[config.mk]
export PLATFORM = sky130hd
export DESIGN_NAME = fpu_addsub_issue
export DESIGN_NICKNAME = d
export VERILOG_FILES = /design/src/rtl/fpu_pkg.sv /design/src/rtl/fpu_op_fifo.sv /design/src/rtl/fpu_addsub_issue.sv
export SDC_FILE = /design/constraint.sdc
export NUM_CORES = 1
export LEC_CHECK = 0
export CORE_MARGIN = 3
export CORE_UTILIZATION = 51
export CTS_CLUSTER_SIZE = 25
export DETAILED_ROUTE_END_ITERATION = 12
export PLACE_DENSITY = 0.8
export SETUP_SLACK_MARGIN = 0.05
export SLEW_MARGIN = 5
export SYNTH_ARGS = -nofsm -noshare
export SYNTH_HDL_FRONTEND = slang
export SYNTH_HIERARCHICAL = 1
export SYNTH_SLANG_ARGS = --single-unit
[constraint.sdc]
create_clock -name clk -period 7.67 [get_ports clk]
set_input_delay 0.767 -clock clk [delete_from_list [all_inputs] [get_ports clk]]
set_output_delay 0.767 -clock clk [all_outputs]
set_load 0.005 [all_outputs]
[src/rtl/fpu_pkg.sv]
// Shared definitions for the single-precision add/sub issue stage.
// Provides op encodings, special constants, flag bit positions and a
// helper that classifies a 32-bit IEEE-754 word as NaN / Inf / zero-exponent.
package fpu_pkg;

  localparam logic OP_ADD = 1'b0;
  localparam logic OP_SUB = 1'b1;

  localparam logic [31:0] QNAN    = 32'h7FC0_0000;
  localparam logic [7:0]  EXP_MAX = 8'hFF;

  localparam int unsigned FLG_ZERO = 0;
  localparam int unsigned FLG_INF  = 1;
  localparam int unsigned FLG_NAN  = 2;
  localparam int unsigned FLG_W    = 3;

  // Field order gives the {is_nan, is_inf, is_zero} packing.
  typedef struct packed {
    logic is_nan;
    logic is_inf;
    logic is_zero;
  } fclass_t;

  // is_zero means a zero exponent, so subnormals are included.
  function automatic fclass_t classify(input logic [31:0] w);
    fclass_t c;
    c.is_nan  = (w[30:23] == EXP_MAX) && (w[22:0] != 23'd0);
    c.is_inf  = (w[30:23] == EXP_MAX) && (w[22:0] == 23'd0);
    c.is_zero = (w[30:23] == 8'd0);
    return c;
  endfunction

endpackage

[src/rtl/fpu_op_fifo.sv]
// Synchronous FIFO holding queued add/sub requests.
// Ports: clk, rstn (sync, active-low), push/push_data, pop, pop_data_c
// (head entry), full_c, empty_c. Pointers carry one extra wrap bit so
// full and empty are distinguishable; push into a full FIFO is accepted
// only together with a pop in the same cycle.
module fpu_op_fifo #(
  parameter int unsigned DEPTH = 2,
  parameter int unsigned WIDTH = 8
) (
  input  logic             clk,
  input  logic             rstn,
  input  logic             push,
  input  logic [WIDTH-1:0] push_data,
  input  logic             pop,
  output logic [WIDTH-1:0] pop_data_c,
  output logic             full_c,
  output logic             empty_c
);

  localparam int unsigned AW = (DEPTH > 1) ? $clog2(DEPTH) : 1;
  localparam int unsigned PW = AW + 1;

  logic [WIDTH-1:0] mem_q [DEPTH];
  logic [PW-1:0]    wr_ptr_q, wr_ptr_d;
  logic [PW-1:0]    rd_ptr_q, rd_ptr_d;
  logic             do_push, do_pop;

  // Status decode and pointer advance.
  always_comb begin
    empty_c    = (wr_ptr_q == rd_ptr_q);
    full_c     = (wr_ptr_q[AW] != rd_ptr_q[AW]) &&
                 (wr_ptr_q[AW-1:0] == rd_ptr_q[AW-1:0]);
    do_pop     = pop && !empty_c;
    do_push    = push && (!full_c || do_pop);
    wr_ptr_d   = wr_ptr_q;
    rd_ptr_d   = rd_ptr_q;
    if (do_push) wr_ptr_d = wr_ptr_q + PW'(1);
    if (do_pop)  rd_ptr_d = rd_ptr_q + PW'(1);
    pop_data_c = mem_q[rd_ptr_q[AW-1:0]];
  end

  always_ff @(posedge clk) begin
    if (!rstn) begin
      wr_ptr_q <= '0;
      rd_ptr_q <= '0;
    end else begin
      wr_ptr_q <= wr_ptr_d;
      rd_ptr_q <= rd_ptr_d;
    end
  end

  // Storage needs no reset; pointers alone define validity.
  always_ff @(posedge clk) begin
    if (do_push) mem_q[wr_ptr_q[AW-1:0]] <= push_data;
  end

endmodule

[src/rtl/fpu_addsub_issue.sv]
// Issue/result stage in front of a combinational single-precision
// subtract unit. Requests (op, a, b, tag) enter a FIFO via in_valid/in_ready,
// are registered as fu_x1/fu_x2 (add becomes sub with b's sign flipped),
// and the unit result fu_y is captured with special-operand overrides and
// returned via out_valid/out_ready with out_tag and out_flags {nan,inf,zero}.
// Optional macro FPU_ISSUE_PERF_EN adds perf_ops (output handshakes) and
// perf_stall (cycles with out_valid=1, out_ready=0) counters.
module fpu_addsub_issue
  import fpu_pkg::*;
#(
  parameter int unsigned TAG_W = 5,
  parameter int unsigned DEPTH = 2
) (
  input  logic             clk,
  input  logic             rstn,
  input  logic             in_valid,
  output logic             in_ready,
  input  logic             in_op,
  input  logic [31:0]      in_a,
  input  logic [31:0]      in_b,
  input  logic [TAG_W-1:0] in_tag,
  output logic [31:0]      fu_x1,
  output logic [31:0]      fu_x2,
  input  logic [31:0]      fu_y,
  output logic             out_valid,
  input  logic             out_ready,
  output logic [31:0]      out_y,
  output logic [TAG_W-1:0] out_tag,
  output logic [2:0]       out_flags
`ifdef FPU_ISSUE_PERF_EN
  ,
  output logic [31:0]      perf_ops,
  output logic [31:0]      perf_stall
`endif
);

  localparam int unsigned ENT_W = 1 + 32 + 32 + TAG_W;

  logic             rdy_q, rdy_d;
  logic             push, pop, fifo_full, fifo_empty;
  logic [ENT_W-1:0] fifo_wdata, fifo_rdata;
  logic             s2_en;

  logic             e_op;
  logic [31:0]      e_a, e_b, e_x2;
  logic [TAG_W-1:0] e_tag;

  // S1: operand register; op is folded into the sign of x2.
  logic             s1_v_q, s1_v_d;
  logic [31:0]      s1_x1_q, s1_x1_d;
  logic [31:0]      s1_x2_q, s1_x2_d;
  logic [TAG_W-1:0] s1_tag_q, s1_tag_d;
  fclass_t          s1_ca_q, s1_ca_d;
  fclass_t          s1_cb_q, s1_cb_d;

  // S2: result register.
  logic             s2_v_q, s2_v_d;
  logic [31:0]      s2_y_q, s2_y_d;
  logic [TAG_W-1:0] s2_tag_q, s2_tag_d;
  logic [FLG_W-1:0] s2_flg_q, s2_flg_d;

  logic [31:0]      res_y;
  logic [FLG_W-1:0] res_flg;

`ifdef FPU_ISSUE_PERF_EN
  logic [31:0] perf_ops_q, perf_ops_d;
  logic [31:0] perf_stall_q, perf_stall_d;
`endif

  fpu_op_fifo #(
    .DEPTH (DEPTH),
    .WIDTH (ENT_W)
  ) u_fifo (
    .clk        (clk),
    .rstn       (rstn),
    .push       (push),
    .push_data  (fifo_wdata),
    .pop        (pop),
    .pop_data_c (fifo_rdata),
    .full_c     (fifo_full),
    .empty_c    (fifo_empty)
  );

  // Handshake and pipeline advance.
  always_comb begin
    rdy_d      = 1'b1;
    s2_en      = !s2_v_q || out_ready;
    pop        = !fifo_empty && (!s1_v_q || s2_en);
    // A full FIFO still accepts when its head leaves this cycle.
    in_ready   = rdy_q && (!fifo_full || pop);
    push       = in_valid && in_ready;
    fifo_wdata = {in_op, in_a, in_b, in_tag};
    e_op       = fifo_rdata[ENT_W-1];
    e_a        = fifo_rdata[ENT_W-2 -: 32];
    e_b        = fifo_rdata[TAG_W +: 32];
    e_tag      = fifo_rdata[TAG_W-1:0];
    e_x2       = (e_op == OP_SUB) ? e_b : {~e_b[31], e_b[30:0]};
  end

  // Special-operand override of the unit result, priority nan > inf > zero.
  always_comb begin
    res_y   = fu_y;
    res_flg = '0;
    if (s1_ca_q.is_nan || s1_cb_q.is_nan) begin
      res_y            = QNAN;
      res_flg[FLG_NAN] = 1'b1;
    end else if (s1_ca_q.is_inf && s1_cb_q.is_inf) begin
      // Inf - Inf of equal sign is invalid; opposite signs give x1.
      if (s1_x1_q[31] == s1_x2_q[31]) begin
        res_y            = QNAN;
        res_flg[FLG_NAN] = 1'b1;
      end else begin
        res_y            = s1_x1_q;
        res_flg[FLG_INF] = 1'b1;
      end
    end else if (s1_ca_q.is_inf) begin
      res_y            = s1_x1_q;
      res_flg[FLG_INF] = 1'b1;
    end else if (s1_cb_q.is_inf) begin
      res_y            = {~s1_x2_q[31], s1_x2_q[30:0]};
      res_flg[FLG_INF] = 1'b1;
    end else if (s1_ca_q.is_zero && s1_cb_q.is_zero) begin
      res_y             = '0;
      res_flg[FLG_ZERO] = 1'b1;
    end else if (fu_y[30:23] == EXP_MAX) begin
      res_flg[FLG_INF] = 1'b1;
    end else if (fu_y[30:23] == 8'd0) begin
      res_flg[FLG_ZERO] = 1'b1;
    end
  end

  // Next-state for S1/S2 and counters.
  always_comb begin
    s1_v_d   = s1_v_q;
    s1_x1_d  = s1_x1_q;
    s1_x2_d  = s1_x2_q;
    s1_tag_d = s1_tag_q;
    s1_ca_d  = s1_ca_q;
    s1_cb_d  = s1_cb_q;
    s2_v_d   = s2_v_q;
    s2_y_d   = s2_y_q;
    s2_tag_d = s2_tag_q;
    s2_flg_d = s2_flg_q;

    if (pop) begin
      s1_v_d   = 1'b1;
      s1_x1_d  = e_a;
      s1_x2_d  = e_x2;
      s1_tag_d = e_tag;
      s1_ca_d  = classify(e_a);
      s1_cb_d  = classify(e_x2);
    end else if (s2_en) begin
      s1_v_d = 1'b0;
    end

    if (s2_en) begin
      s2_v_d = s1_v_q;
      if (s1_v_q) begin
        s2_y_d   = res_y;
        s2_tag_d = s1_tag_q;
        s2_flg_d = res_flg;
      end
    end

`ifdef FPU_ISSUE_PERF_EN
    perf_ops_d   = perf_ops_q;
    perf_stall_d = perf_stall_q;
    if (s2_v_q && out_ready)  perf_ops_d   = perf_ops_q + 32'd1;
    if (s2_v_q && !out_ready) perf_stall_d = perf_stall_q + 32'd1;
`endif
  end

  always_ff @(posedge clk) begin
    if (!rstn) begin
      rdy_q    <= 1'b0;
      s1_v_q   <= 1'b0;
      s1_x1_q  <= '0;
      s1_x2_q  <= '0;
      s1_tag_q <= '0;
      s1_ca_q  <= '0;
      s1_cb_q  <= '0;
      s2_v_q   <= 1'b0;
      s2_y_q   <= '0;
      s2_tag_q <= '0;
      s2_flg_q <= '0;
`ifdef FPU_ISSUE_PERF_EN
      perf_ops_q   <= '0;
      perf_stall_q <= '0;
`endif
    end else begin
      rdy_q    <= rdy_d;
      s1_v_q   <= s1_v_d;
      s1_x1_q  <= s1_x1_d;
      s1_x2_q  <= s1_x2_d;
      s1_tag_q <= s1_tag_d;
      s1_ca_q  <= s1_ca_d;
      s1_cb_q  <= s1_cb_d;
      s2_v_q   <= s2_v_d;
      s2_y_q   <= s2_y_d;
      s2_tag_q <= s2_tag_d;
      s2_flg_q <= s2_flg_d;
`ifdef FPU_ISSUE_PERF_EN
      perf_ops_q   <= perf_ops_d;
      perf_stall_q <= perf_stall_d;
`endif
    end
  end

  assign fu_x1     = s1_x1_q;
  assign fu_x2     = s1_x2_q;
  assign out_valid = s2_v_q;
  assign out_y     = s2_y_q;
  assign out_tag   = s2_tag_q;
  assign out_flags = s2_flg_q;
`ifdef FPU_ISSUE_PERF_EN
  assign perf_ops   = perf_ops_q;
  assign perf_stall = perf_stall_q;
`endif

endmodule
==> results.py, run 1 <==
metrics = {
    "status": {
        "status": "complete, no violations",
    },
    "logic_synthesis": {
        "ys_seq_area_frac": 0.6561,
        "syn_nets": 959,
        "ys.flop_type": "edfxtp_1",
        "ys_ff_latch": 263,
        "synth_top_area_cell": "edfxtp_1",
        "synth_area_leaders": "edfxtp_1 41%, dfxtp_1 24%, mux2_2 7.8%",
        "synthCells": 852,
        "synth.top_cell.area_share": 0.4137,
        "avgSynthCellArea_um2": 11.93,
        "synth_cell_type_count": 46,
        "synth_edf_count": 140,
        "syn-cell-area_um2": 10160,
        "async_flop_share": 0,
        "yosys_warnings": 6,
    },
    "floorplanning": {
        "start_util": 0.5308,
        "core-area_um2": 19140,
        "ios": 212,
        "die_w_um": 147.2,
        "rows": 50,
        "die_area_um2": 21650,
        "die_y_um": 147.2,
    },
    "timing": {
        "fin_crit_ps": 3672,
        "clock_skew_ps": 11.15,
        "rsz0062_at_grt": "false",
        "setup_slack_ps": 3998,
        "tns_ps": 0,
        "fmax_mhz": 272.3,
        "period_share": 0.4788,
        "slew_headroom": 0.3145,
        "tightest_slew_ps": 1028,
        "setup_viol": 0,
        "slew_viol_final": 0,
        "final_hold_viol_count": 0,
        "holdWs_ps": 451.5,
    },
    "cts": {
        "post_cts_buffers": 0,
        "cts_buffers": 27,
        "cts_root_buffer": "clkbuf_16",
        "clk_pin_slew_ps": 60,
        "h-tree-depth": 1,
        "clock_sinks": 263,
        "cts_tree": "built",
        "insertion_delay_ps": 530,
        "holdBufCountCts": 0,
        "clk_path_buf_depth": 3,
        "post_cts_resized": 0,
    },
    "finish": {
        "fin_nets": 1153,
        "final_common_cell": "clkdlybuf4s50_1",
        "final_util": 0.6921,
        "finalInstanceArea_um2": 13250,
        "num_antenna_cells": 0,
        "mostFrequentLayoutCells": "211 x clkdlybuf4s50_1, 191 x nand2_1, 140 x edfxtp_1, 121 x dfxtp_1, 82 x a21oi_1",
        "stdcell_count": 1326,
        "drive_above_1_share": 0.1257,
        "area_delta_synth_final_pct": 30.39,
    },
    "placement": {
        "gp_congestion": 0.8191,
        "dpl.hpwl_um": 18380,
        "dp.cells": 1277,
        "dp_slack_ps": 3543,
        "port_buffers": 211,
        "place_area_um2": 12450,
    },
    "setup_path": {
        "worstSetupEndpointType": "flip-flop",
        "r2r-end": "u_fifo/mem_q[1][2]$_DFFE_PP_",
        "cpMostUsedCell": "buf_4",
        "required_ps": 7830,
        "cp-start-kind": "flip-flop",
        "critPathKind": "flip-flop to flip-flop",
        "slowest_stage": "buf_4",
        "reg2reg_setup_slack_ps": 4000,
        "critical_path.top_delay_family": "buffers and inverters",
        "crit_end": "u_fifo/mem_q[1][2]$_DFFE_PP_",
        "cp_max_fo": 78,
        "critPathBufInv": 4,
        "path_cells": "xor2_1, nor2_1, a21o_2, buf_4, inv_2, buf_4, nor2b_4, a21oi_4, buf_4",
        "rr_startpoint": "u_fifo/rd_ptr_q[1]$_SDFFE_PN0P_",
        "worst-endpoint-arrival_ps": 3830,
        "worst-path-stages": 9,
        "slowest_delay_ps": 660,
        "worstRegToRegCells": 9,
        "startpoint": "u_fifo/rd_ptr_q[1]$_SDFFE_PN0P_",
    },
    "power": {
        "clkPwrFrac": 0.370,
        "fin_total_pwr_mw": 3.203,
        "p_comb_frac": 0.122,
        "swShare": 0.2384,
        "peakVddDrop_mv": 0.1716,
        "p_int_mw": 2.440,
        "cellPowerDensity_nw_per_um2": 241.8,
        "seq_power_share": 0.507,
        "switching_power_uw": 763.8,
        "static-leakage-power_nw": 4.485,
    },
    "min_path": {
        "whs_path_depth": 2,
        "hold_class": "flip-flop to flip-flop",
        "min_from": "s1_tag_q[0]$_SDFFE_PN0P_",
    },
    "drt": {
        "viasPerCell": 5.691,
        "dr_total_vias": 7546,
        "ant_nets": 0,
        "wl_um": 26800,
        "wl_per_cell_um": 20.21,
        "route.detailed.drc": 0,
        "drt-pass1-iter-count": 5,
        "drt_iter0_drc": 648,
    },
    "global_route": {
        "grt_pass1_wl_um": 41260,
        "grt_max_degree": 79,
        "grt_pass1_vias": 7489,
        "antenna_found_initial": 0,
        "overflow": 0,
        "grt_util_all_layers": 0.2384,
    },
    "run": {
        "maxCapViolCount": 0,
    },
}
registers in the layout, summed over array words and instances (netlist names), named ones only:
name / cells
u_fifo/mem_q: 140
fu_x1: 32
fu_x2: 32
out_y: 32
out_tag: 5
s1_tag_q: 5
out_flags: 3
s1_ca_q: 3
s1_cb_q: 3
u_fifo/rd_ptr_q: 2
u_fifo/wr_ptr_q: 2
out_valid: 1
rdy_q: 1
s1_v_q: 1
kinds of logic after synthesis:
| logic type | count (synthesis) | synth area share |
|---|---|---|
| fa+ha+maj | 1 | 0.001231 |
| compound gates | 194 | 0.1223 |
| mux | 72 | 0.07955 |
| simple gates | 256 | 0.1102 |
| xor+xnor | 4 | 0.003448 |
| flops | 263 | 0.6561 |
| buf+inv | 62 | 0.02721 |
power by group through the flow:
| stage | Sequential (mW) | Clock, mW | Combinational (mW) |
|---|---|---|---|
| floorplan | 1.64 | 0 | 0.186 |
| global placement | 1.65 | 0 | 0.382 |
| detailed placement | 1.65 | 0 | 0.390 |
| CTS | 1.63 | 1.20 | 0.393 |
| global route | 1.63 | 1.26 | 0.424 |
| finish | 1.63 | 1.19 | 0.392 |
worst reg2reg max path: stages, from the launching register on:
cell	delay, ps
dfxtp_1	420
xor2_1	360
nor2_1	130
a21o_2	430
buf_4	390
inv_2	120
buf_4	660
nor2b_4	130
a21oi_4	190
buf_4	450
synth_stat cells, types with 2 or more instances:
| cell | n |
|---|---|
| a21boi_1 | 2 |
| a21o_1 | 2 |
| a21oi_1 | 84 |
| a22o_1 | 22 |
| a22oi_1 | 30 |
| a31oi_1 | 2 |
| and2_1 | 3 |
| buf_1 | 3 |
| buf_2 | 23 |
| buf_6 | 2 |
| clkbuf_1 | 29 |
| dfxtp_1 | 123 |
| edfxtp_1 | 140 |
| inv_1 | 3 |
| inv_2 | 2 |
| mux2_2 | 70 |
| mux2i_1 | 2 |
| nand2_1 | 191 |
| nand3_1 | 9 |
| nand4_1 | 10 |
| nor2_1 | 11 |
| nor2b_4 | 2 |
| nor3_1 | 2 |
| nor3b_1 | 2 |
| nor4_1 | 16 |
| o21ai_0 | 26 |
| o21ai_1 | 7 |
| o221a_1 | 9 |
| o31a_1 | 3 |
| o31ai_1 | 2 |
| o31ai_2 | 2 |
| or4_4 | 2 |
| xnor2_1 | 2 |
| xor2_1 | 2 |
area by class of cell:
| class | instances | area, um2 |
|---|---|---|
| flip-flops and latches | 263 | 6669 |
| clock buffers | 35 | 735.7 |
| inverters | 5 | 18.77 |
| fillers | 1398 | 5894 |
| well taps | 260 | 325.3 |
| repair buffers | 222 | 2195 |
| clock inverters | 14 | 63.81 |
| multi-input cells | 527 | 3242 |
metal layers:
| metal | wire length (um) | share of wire | up-vias | GRT usage |
|---|---|---|---|---|
| met3 | 2695 | 0.10 | 52 | 0.06323 |
| li1 | - | - | 3495 | - |
| met2 | 12730 | 0.47 | 358 | 0.3961 |
| met5 | 0 | 0 | - | 0 |
| met1 | 10770 | 0.40 | 3641 | 0.3119 |
| met4 | 609 | 0.023 | 0 | 0.06477 |
worst min-delay path by stage:
stage,endpoint,slack [ps]
5_1_grt,s1_tag_q[2]$_SDFFE_PN0P_,480
2_1_floorplan,out_tag[0]$_SDFFE_PN0P_,430
3_5_place_dp,out_tag[0]$_SDFFE_PN0P_,440
3_3_place_gp,out_tag[0]$_SDFFE_PN0P_,440
4_1_cts,out_tag[0]$_SDFFE_PN0P_,450
6_report,out_tag[0]$_SDFFE_PN0P_,450
No activity file was read; power rests on OpenSTA's default activity.
==> inputs of run 2 (changes only) <==
--- a/config.mk
+++ b/config.mk
@@ -6,10 +6,10 @@
 export NUM_CORES = 1
 export LEC_CHECK = 0
 export CORE_MARGIN = 3
-export CORE_UTILIZATION = 51
+export CORE_UTILIZATION = 46
 export CTS_CLUSTER_SIZE = 25
 export DETAILED_ROUTE_END_ITERATION = 12
-export PLACE_DENSITY = 0.8
+export PLACE_DENSITY = 0.76
 export SETUP_SLACK_MARGIN = 0.05
 export SLEW_MARGIN = 5
 export SYNTH_ARGS = -nofsm -noshare
==> constraint.sdc (replaced) <==
create_clock -name clk -period 3.25 [get_ports clk]
set_input_delay 0.325 -clock clk [delete_from_list [all_inputs] [get_ports clk]]
set_output_delay 0.325 -clock clk [all_outputs]
set_load 0.005 [all_outputs]
==> run 2 against run 1 <==
  * Flip-flop and latch count unchanged
  * Wire length grew 3.3%
  * Final cell count grew 1.7%
  * Worst hold slack lost 69 ps
  * Critical path type unchanged
  * Critical endpoint is now u_fifo/mem_q[0][1]$_DFFE_PP_
==> results.py, run 2 (synthesis results as in run 1) <==
metrics = {
    "global_route": {
        "grt_pass1_wl_um": 42010,
        "antenna_found_initial": 1,
        "overflow": 0,
        "grt_pass1_vias": 7405,
        "grt_util_all_layers": 0.2233,
        "grt_max_degree": 59,
    },
    "power": {
        "peakVddDrop_mv": 0.2772,
        "static-leakage-power_nw": 4.558,
        "cellPowerDensity_nw_per_um2": 574.7,
    },
    "status": {
        "status": "complete, no violations",
    },
    "timing": {
        "period_share": 0.8742,
        "slew_headroom": 0.5942,
        "setup_viol": 0,
        "setup_slack_ps": 408.9,
        "slew_viol_final": 0,
        "tns_ps": 0,
        "clock_skew_ps": 12.77,
        "final_hold_viol_count": 0,
        "fin_crit_ps": 2841,
        "tightest_slew_ps": 608.7,
        "fmax_mhz": 352.0,
        "rsz0062_at_grt": "false",
    },
    "finish": {
        "drive_above_1_share": 0.1350,
        "final_common_cell": "clkdlybuf4s50_1",
        "n_fill_cell": 1686,
        "finalInstanceArea_um2": 13430,
        "largest_register_ff_count": 140,
        "fin_nets": 1161,
        "mostFrequentLayoutCells": "211 x clkdlybuf4s50_1, 191 x nand2_1, 140 x edfxtp_1, 121 x dfxtp_1, 82 x a21oi_1",
        "area_delta_synth_final_pct": 32.16,
        "final_util": 0.6289,
        "num_antenna_cells": 0,
    },
    "drt": {
        "drt_iter0_drc": 579,
        "route.detailed.drc": 0,
        "dr_total_vias": 7518,
        "wl_per_cell_um": 20.53,
        "viasPerCell": 5.573,
        "ant_nets": 0,
        "drt-pass1-iter-count": 5,
        "wl_um": 27690,
    },
    "placement": {
        "place_area_um2": 12590,
        "gp_congestion": 0.8665,
        "dp_slack_ps": 446.3,
        "port_buffers": 211,
        "dpl.hpwl_um": 19490,
    },
    "floorplanning": {
        "die_area_um2": 23910,
        "ios": 212,
        "start_util": 0.4759,
        "die_w_um": 154.6,
        "rows": 53,
        "core-area_um2": 21350,
        "die_y_um": 154.6,
    },
    "setup_path": {
        "reg2reg_setup_slack_ps": 410,
        "critical_path.top_delay_family": "compound AO/OA/AOI/OAI gates",
        "cp-start-kind": "flip-flop",
        "slowest_stage": "dfxtp_1",
        "worst-endpoint-arrival_ps": 3050,
        "r2r-end": "u_fifo/mem_q[0][1]$_DFFE_PP_",
        "cp_max_fo": 28,
        "rr_startpoint": "u_fifo/rd_ptr_q[1]$_SDFFE_PN0P_",
        "required_ps": 3460,
        "slowest_delay_ps": 430,
        "worstSetupEndpointType": "flip-flop",
        "critPathKind": "flip-flop to flip-flop",
        "worstRegToRegCells": 8,
        "critPathBufInv": 1,
        "path_cells": "xor2_1, nor2_1, a21o_2, a21boi_1, and2_1, nor2b_1, o31a_4, buf_12",
    },
    "cts": {
        "holdBufCountCts": 0,
        "insertion_delay_ps": 520,
        "clk_pin_slew_ps": 60,
        "cts_buffers": 26,
        "post_cts_buffers": 0,
        "clock_sinks": 263,
        "cts_tree": "built",
        "post_cts_resized": 0,
        "cts_root_buffer": "clkbuf_16",
        "h-tree-depth": 1,
        "clk_path_buf_depth": 3,
    },
    "run": {
        "maxCapViolCount": 0,
    },
    "min_path": {
        "whs_path_depth": 1,
        "min_to": "u_fifo/mem_q[1][4]$_DFFE_PP_",
        "hold_class": "input port to flip-flop",
        "min_from": "in_tag[4]",
    },
}
-- run 2: cell types whose count changed in the layout (fill, tap and decap cells not counted), sizes merged --
cell      delta
buf          +9
clkinv       -6
clkbuf       +3
bufinv       +1
clkinvlp     +1
-- run 2: metrics by stage --
stage               hold slack (ps)  total power, mW  cells
finish                        382.1            7.717   1349
floorplan                     352.7            4.303    852
detailed placement            448.1            4.853   1301
CTS                           368.6            7.757   1349
global route                  370.8            7.999   1349
global placement              438.0            4.833   1301
-- run 2: per-layer routing --
metal,share of wire,routed length (um),up-vias,global-route usage
met5,0.00072,20,-,0
met4,0.018,504,2,0.05214
met3,0.090,2485,41,0.05736
met2,0.47,13110,324,0.3646
met1,0.42,11570,3636,0.3019
li1,-,-,3515,-
-- run 2: power breakdown --
part	leakage [nW]	internal, mW	total (mW)	switching, mW
combinational	1.85	0.493	0.955	0.462
sequential	2.29	3.70	3.83	0.136
clock	0.417	1.71	2.93	1.22
-- run 2: cell type report --
class | instances | area, um2 | share of cell area
Sequential cell | 263 | 6669 | 0.4966
Multi-Input combinational cell | 527 | 3242 | 0.2414
Clock buffer | 38 | 767.0 | 0.05711
Clock inverter | 10 | 76.32 | 0.005683
Inverter | 5 | 18.77 | 0.001398
Timing Repair Buffer | 231 | 2312 | 0.1722
Tap cell | 275 | 344.1 | 0.02562
-- run 2: worst max-delay path by stage --
stage | slack (ps) | end | cells after the start | start
global placement | 520 | u_fifo/mem_q[0][34]$_DFFE_PP_ | 8 | out_ready
CTS | 450 | in_ready | 5 | u_fifo/rd_ptr_q[1]$_SDFFE_PN0P_
detailed placement | 450 | u_fifo/mem_q[0][25]$_DFFE_PP_ | 8 | out_ready
floorplan | 90 | u_fifo/mem_q[1][0]$_DFFE_PP_ | 8 | u_fifo/rd_ptr_q[1]$_SDFFE_PN0P_
global route | 310 | u_fifo/mem_q[0][3]$_DFFE_PP_ | 8 | u_fifo/rd_ptr_q[1]$_SDFFE_PN0P_
finish | 410 | u_fifo/mem_q[0][1]$_DFFE_PP_ | 8 | u_fifo/rd_ptr_q[1]$_SDFFE_PN0P_
-- run 2: worst register-to-register path, delay by kind of cell (launching register included) --
kind	cells	cell delay (ps)
XOR/XNOR	1	410
flip-flops	1	430
AO/OA/AOI/OAI	3	830
AND/OR/NAND/NOR	3	570
buffers and inverters	1	260
